<file path="config.mk">
export PLATFORM = sky130hd
export DESIGN_NAME = oam_dma_engine
export DESIGN_NICKNAME = d
export VERILOG_FILES = /design/src/rtl/oam_dma_engine.sv
export SDC_FILE = /design/constraint.sdc
export NUM_CORES = 1
export LEC_CHECK = 0
export CELL_PAD_IN_SITES_DETAIL_PLACEMENT = 1
export CELL_PAD_IN_SITES_GLOBAL_PLACEMENT = 1
export CORE_UTILIZATION = 26
export DETAILED_ROUTE_END_ITERATION = 8
export GPL_ROUTABILITY_DRIVEN = 0
export PLACE_DENSITY = 0.77
export SYNTH_ARGS = -nofsm -noshare
export SYNTH_HDL_FRONTEND = slang
export SYNTH_SLANG_ARGS = --single-unit
</file>
<file path="constraint.sdc">
create_clock -name iClock -period 4.1 [get_ports iClock]
set_input_delay 0.615 -clock iClock [delete_from_list [all_inputs] [get_ports iClock]]
set_output_delay 0.615 -clock iClock [all_outputs]
set_load 0.03 [all_outputs]
</file>
<file path="src/rtl/oam_dma_engine.sv">
// OAM DMA initiator: on an FF46 write it copies NUM_BYTES from {src,00} into OAM.
// Optional abort input is enabled with the OAM_DMA_ABORT_EN macro.
module oam_dma_engine #(
    parameter int START_DELAY     = 4,
    parameter int CYCLES_PER_BYTE = 4,
    parameter int READ_LATENCY    = 1,
    parameter int NUM_BYTES       = 160
) (
    input  logic        iClock,
    input  logic        iReset,
    input  logic        iRegWe,
    input  logic [7:0]  iRegData,
`ifdef OAM_DMA_ABORT_EN
    input  logic        iAbort,
`endif
    output logic [7:0]  oDmaReg,
    output logic        oDmaActive,
    output logic        oReadReq,
    output logic [15:0] oReadAddr,
    input  logic [7:0]  iReadData,
    output logic        oOamWe,
    output logic [7:0]  oOamAddr,
    output logic [7:0]  oOamData
);

    localparam int SW = (CYCLES_PER_BYTE > 1) ? $clog2(CYCLES_PER_BYTE) : 1;
    localparam int DW = (START_DELAY > 1) ? $clog2(START_DELAY) : 1;
    localparam logic [SW-1:0] S_LAST = SW'(CYCLES_PER_BYTE - 1);
    localparam logic [DW-1:0] D_LOAD = DW'(START_DELAY - 1);
    localparam logic [7:0]    I_LAST = 8'(NUM_BYTES - 1);

    if (START_DELAY < 1) begin : g_bad_delay
        $error("START_DELAY must be at least 1");
    end
    if (CYCLES_PER_BYTE < READ_LATENCY + 1) begin : g_bad_slot
        $error("CYCLES_PER_BYTE must exceed READ_LATENCY");
    end
    if (NUM_BYTES < 1 || NUM_BYTES > 256) begin : g_bad_len
        $error("NUM_BYTES must be 1..256");
    end

    typedef enum logic [1:0] {IDLE, START, XFER} state_t;

    state_t        state_q, state_d;
    logic [7:0]    reg_q, reg_d;
    logic [7:0]    src_q, src_d;
    logic [7:0]    idx_q, idx_d;
    logic [SW-1:0] s_q, s_d;
    logic [DW-1:0] dly_q, dly_d;
    logic          abort_q, abort_d;
    logic          abort;
    logic [7:0]    src_map;
    logic          xfer;
    logic          slot_end;

`ifdef OAM_DMA_ABORT_EN
    assign abort = iAbort;
`else
    assign abort = 1'b0;
`endif

    // E0-FF mirrors work RAM at C0-DF
    assign src_map  = (iRegData >= 8'hE0) ? iRegData - 8'h20 : iRegData;
    assign xfer     = (state_q == XFER);
    assign slot_end = (s_q == S_LAST);

    always_ff @(posedge iClock or posedge iReset) begin
        if (iReset) begin
            state_q <= IDLE;
            reg_q   <= 8'hFF;
            src_q   <= 8'h00;
            idx_q   <= 8'h00;
            s_q     <= '0;
            dly_q   <= '0;
            abort_q <= 1'b0;
        end else begin
            state_q <= state_d;
            reg_q   <= reg_d;
            src_q   <= src_d;
            idx_q   <= idx_d;
            s_q     <= s_d;
            dly_q   <= dly_d;
            abort_q <= abort_d;
        end
    end

    always_comb begin
        state_d = state_q;
        reg_d   = reg_q;
        src_d   = src_q;
        idx_d   = idx_q;
        s_d     = s_q;
        dly_d   = dly_q;
        abort_d = abort_q;
        if (iRegWe) begin
            // a new FF46 write always (re)starts, beating abort and completion
            state_d = START;
            reg_d   = iRegData;
            src_d   = src_map;
            idx_d   = 8'h00;
            s_d     = '0;
            dly_d   = D_LOAD;
            abort_d = 1'b0;
        end else begin
            unique case (state_q)
                IDLE: ;
                START: begin
                    if (abort) begin
                        state_d = IDLE;
                    end else if (dly_q == '0) begin
                        state_d = XFER;
                        idx_d   = 8'h00;
                        s_d     = '0;
                    end else begin
                        dly_d = dly_q - 1'b1;
                    end
                end
                XFER: begin
                    if (slot_end) begin
                        s_d     = '0;
                        abort_d = 1'b0;
                        if (idx_q == I_LAST || abort_q || abort) begin
                            state_d = IDLE;
                            idx_d   = 8'h00;
                        end else begin
                            idx_d = idx_q + 8'h01;
                        end
                    end else begin
                        s_d     = s_q + 1'b1;
                        abort_d = abort_q | abort;
                    end
                end
                default: state_d = IDLE;
            endcase
        end
    end

    assign oDmaReg    = reg_q;
    assign oDmaActive = (state_q != IDLE);
    assign oReadReq   = xfer && (s_q == '0);
    assign oReadAddr  = xfer ? {src_q, idx_q} : 16'h0000;
    assign oOamWe     = xfer && slot_end;
    assign oOamAddr   = oOamWe ? idx_q : 8'h00;
    assign oOamData   = oOamWe ? iReadData : 8'h00;

endmodule

</file>
; Word level (Yosys, flattened, before mapping)
; Index checks and enable logic that the tools add are counted.
[totals]
romBits = 0
latch_bits = 0
reg_bits = 31
out_inout_bits = 43
input_bits = 19
ramBits = 0
memories = 0
[classes]
n_mul = 0
n_eq_ne = 9
reduce_logical = 16
shifts = 0
magnitude_cmp = 1
n_mux = 24
div = 0
add_sub_neg = 4
n_bitwise = 0
[op_table]
columns = cell, n
row1 = 2-to-1 mux 8 bit, 7
row2 = 2-to-1 mux 2 bit, 10
row3 = 2-to-1 mux 16 bit, 1
row4 = one-hot mux 8 bit (2 select lines), 1
row5 = adder 8 x 1 -> 8 bit (second input constant), 1
row6 = == test 8 bit (second input constant), 1
row7 = >= comparator 8 bit (second input constant), 1
row8 = nonzero test 2 bit, 4
row9 = subtractor 8 x 6 -> 8 bit (second input constant), 1
row10 = zero test 2 bit, 3
row11 = != test 3 x 2 -> 1 bit (second input constant), 2
row12 = one-hot mux 2 bit (3 select lines), 1
row13 = AND reduction 2 bit, 3
row14 = == test 2 bit (second input constant), 2
row15 = != test 2 bit (second input constant), 2
row16 = one-hot mux 2 bit (2 select lines), 1
row17 = AND reduction 4 bit, 1
row18 = 2-to-1 mux 1 bit, 3
row19 = != test 3 bit (second input constant), 1
row20 = AND reduction 3 bit, 1
row21 = nonzero test 3 bit, 1
row22 = adder 2 x 1 -> 2 bit (second input constant), 1
row23 = == test 2 x 1 -> 1 bit (second input constant), 1
row24 = logical AND 1 bit, 2
row25 = other kinds (2), 2

; Depth between registers and ports, before layout
[depth]
depth_word = 6
ltp_mapped = 6
depth_no_buf = 6

; Worst setup path after synthesis
; Ideal clock, no wire load.
[synth_timing]
kind = register to output
startpoint = register s_q[0]
endpoint = output port oOamAddr[5]
required_time_ps = 3485
slack_ps = 1863
arrival_time_ps = 1622
stages_incl_launch_ff = 6
n_path_buf = 1
cell_sequence = dfrtp_1 -> ha_1 -> nand3b_1 -> inv_2 -> clkbuf_1 -> and2_1
[synth_via]
elab_chain_len = 3
[synth_lines]
columns = element, line_no
row1 = start: declaration, 48  ; logic [SW-1:0] s_q, s_d;
row2 = start signal: assignment, 73  ; s_q <= '0;
row3 = start signal: assignment, 81  ; s_q <= s_d;
row4 = == test 2 bit, 65  ; assign slot_end = (s_q == S_LAST);
row5 = logical AND 1 bit, 142  ; assign oOamWe = xfer && slot_end;
row6 = via oOamWe, 21  ; output logic oOamWe,
row7 = 2-to-1 mux 8 bit, 143  ; assign oOamAddr = oOamWe ? idx_q : 8'h00;
row8 = end: declaration, 22  ; output logic [7:0] oOamAddr,
; The timed path passes the listed nets, and every way through them passes these cells.

; Final worst setup path
[layout_timing]
startpoint = register state_q[1]
endpoint = output port oReadAddr[15]
[layout_via]
elab_chain_len = 2
[layout_lines]
columns = element, line_no
row1 = start: declaration, 44  ; state_t state_q, state_d;
row2 = start signal: assignment, 77  ; state_q <= state_d;
row3 = == test 2 bit, 64  ; assign xfer = (state_q == XFER);
row4 = 2-to-1 mux 16 bit, 141  ; assign oReadAddr = xfer ? {src_q, idx_q} : 16'h0000;
row5 = end: declaration, 19  ; output logic [15:0] oReadAddr,
; Every way passes these cells.

==> metrics.md <==
| Metric | Value |
|---|---|
| Status | `finished, final reports clean` |
| CTS root buf | `clkbuf_8` |
| Cell taking the most area after synthesis | `dfrtp_1` |
| Final Hold Viols | `0` |
| Initial antenna violation count | `0` |
| Post-synthesis mux area share | `0.03997` |
| Mapped Area | `1690 µm²` |
| Synth top area cells | `dfrtp_1 33%, dfstp_2 12%, and2_1 12%` |
| EDFF count, synth | `0` |
| Cts hold-fix bufs | `0` |
| Final hold slack | `0.4788 ns` |
| Rel. slew slack | `0.5030` |
| First-pass GRT wire length | `7279 µm` |
| Synth Flop Type | `dfrtp_1` |
| FILL cells | `740` |
| CTS Buf Count | `5` |
| Core Area | `6314 µm²` |
| Clock sinks | `30` |
| Simple-Gate Fraction of Synth Area | `0.2717` |
| Area growth, synth to finish | `49.00%` |
| CTS tree | `done` |
| Pwr Density | `351.4 nW/µm²` |
| Largest buffer count on any clock path | `2` |
| Hpwl dp | `3133 µm` |
| Crit path DAT | `2.32 ns` |
| Clk Latency, worst-skew pair | `0.28 ns` |
| Number of global-route vias before repair | `1,517` |
| Setup Buffers After CTS | `0` |
| Yosys reg bits | `30` |
| Clock-pin transition on the worst setup and hold timing paths | `0.07 ns` |
| Final Max Tran Viols | `0` |
| Syn avg cell area | `9.339 µm²` |
| Row count | `29` |
| Total I/O pin count | `62` |
| Fmax | `0.3413 GHz` |
| Pre-antenna DRT Iters | `4` |
| Gr usage total | `0.1409` |
| CTS H-tree depth | `2` |
| Fin crit period | `2.930 ns` |
| Unrepaired setup endpoints after global routing | `false` |
| Nets | `268` |
| GR Overflow Total | `0` |
| Layout cells sized above 1 | `0.1347` |
| Worst IR Drop VDD | `163.3 µV` |
| Layout Utilization | `0.3989` |
| Routed vias | `1,476` |
| Top cells by count, synth | `33 x and2_1, 22 x dfrtp_1, 20 x inv_1` |
| Final period utilization | `0.7146` |
| Vias/cell | `4.584` |
| Final setup fails | `0` |
| Detail Route Antenna Nets | `0` |
| Die Wd | `82.63 µm` |
| Die Height | `82.63 µm` |
| Die Area | `6828 µm²` |
| Final wirelength | `4395 µm` |
| Worst setup path category | `reg2out` |
| WL/cell | `13.65 µm` |
| Port bufs | `61` |
| Drt drc | `0` |
| CP Max Fanout | `13` |
| Cell with the most instances after synthesis | `and2_1` |
| Largest family of logic cells by synthesized area | `simple AND/OR/NAND/NOR gates` |
| Crit end category | `output pin` |
| CP required | `3.48 ns` |
| CP startpoint kind | `flip-flop` |
| Synthesized Nets | `205` |
| Ant diodes | `0` |
| Pleak | `1.079 nW` |
| Cell variety after synth | `40` |
| Post-synthesis compound-gate area fraction | `0.1236` |
| Initial Util | `0.2677` |
| YS warnings | `0` |
| Actual slew at the worst max-slew pin | `0.7446 ns` |
| Cells resized by post-CTS repair | `0` |
| Post-route setup TNS | `0 ns` |
| Post-synth ARST share | `1.000` |
| Final clock skew | `0.003770 ns` |
| Total Power | `885.1 µW` |
| Cells after Synth | `181` |
| Xor/xnor cell area share of the yosys netlist | `0.005181` |
| Seq/Total Area, Yosys | `0.4500` |
| DR iter-0 viols | `43` |
| Max Cap Viol | `0` |
| Pin count of the biggest net entering global routing | `34` |
| Post-synth top area share | `0.3257` |
| Worst min-delay path category | `reg2reg` |
| Post-synthesis adder-cell area fraction | `0.03701` |
## critical path, stage by stage, from the launching register on
cell and delay, ns:
dfrtp_1 0.43, nor2b_1 0.48, buf_4 0.29, and2_1 0.16, clkdlybuf4s50_1 0.68
## cells in the final DEF, fill, tap and decap left out, types with 2 or more instances in the layout
cell / synthesis / layout
o21ai_1: 3 / 3
clkbuf_8: 0 / 6
dfrtp_1: 22 / 22
a41oi_1: 2 / 2
inv_1: 20 / 20
nand3_1: 7 / 7
nor2b_1: 2 / 2
a21oi_1: 3 / 3
nand2b_1: 2 / 2
o21ai_0: 14 / 14
a31oi_1: 6 / 6
and3_1: 2 / 2
nor2_1: 5 / 5
ha_1: 5 / 5
dfstp_2: 8 / 8
mux2_2: 5 / 5
clkdlybuf4s50_1: 0 / 61
buf_4: 0 / 3
nand2_1: 14 / 14
bufinv_16: 0 / 2
and2_1: 33 / 33
## stage by stage
step | area (µm²) | std cells | setup WS, ns
4_1_cts | 2519 | 322 | 1.128
2_1_floorplan | 1690 | 181 | 1.863
5_1_grt | 2519 | 322 | 1.052
3_3_place_gp | 2376 | 314 | 1.601
3_5_place_dp | 2376 | 314 | 1.444
6_report | 2519 | 322 | 1.170
## kinds of logic after synthesis
family | after synthesis
compound gates | 33
fa+ha+maj | 5
xor+xnor | 1
mux | 6
buf+inv | 29
flops | 30
simple gates | 77
## routing by layer
layer | track usage | vias up | wire, µm
li1 | - | 722 | -
met1 | 0.1722 | 699 | 1945
met2 | 0.2471 | 53 | 2101
met3 | 0.04396 | 2 | 331
met4 | 0.02069 | 0 | 17
met5 | 0 | - | 0
## path summary, 6_finish.rpt
| check | cells past startpoint | slack, ns | to | start |
|---|---|---|---|---|
| setup / recovery | 4 | 1.17 | oReadAddr[15] | state_q[1] |
| hold / removal | 2 | 0.48 | oDmaReg[2] | oDmaReg[2] |
| setup reg to reg | 5 | 2.32 | idx_q[7] | idx_q[0] |
| hold reg to reg | 2 | 0.48 | oDmaReg[2] | oDmaReg[2] |
| max in group asynchronous | 3 | 2.61 | oDmaReg[5] | iReset |
| min in group asynchronous | 2 | 0.76 | idx_q[6] | iReset |
## registers in the layout (all words and copies together), names as in the netlist
register	count
state_q	2
oDmaReg	8
dly_q	2
src_q	8
s_q	2
idx_q	8
## layout make-up
cell class | instances | area (µm²) | area share
sequential | 30 | 760.7 | 0.3020
multi-input combinational | 122 | 807.0 | 0.3204
clock inverter | 2 | 60.06 | 0.02384
inverter | 21 | 78.83 | 0.03130
timing repair buffer | 64 | 633.1 | 0.2514
clock buffer | 6 | 82.58 | 0.03279
tap | 77 | 96.34 | 0.03825
## report_power, final
group | total [mW] | switching, mW | internal, mW
Combinational | 0.163 | 0.0859 | 0.0768
Sequential | 0.347 | 0.0186 | 0.329
Clock | 0.375 | 0.116 | 0.259
Total | 0.885 | 0.220 | 0.665
Note: power is estimated with default switching activity, not from simulation.
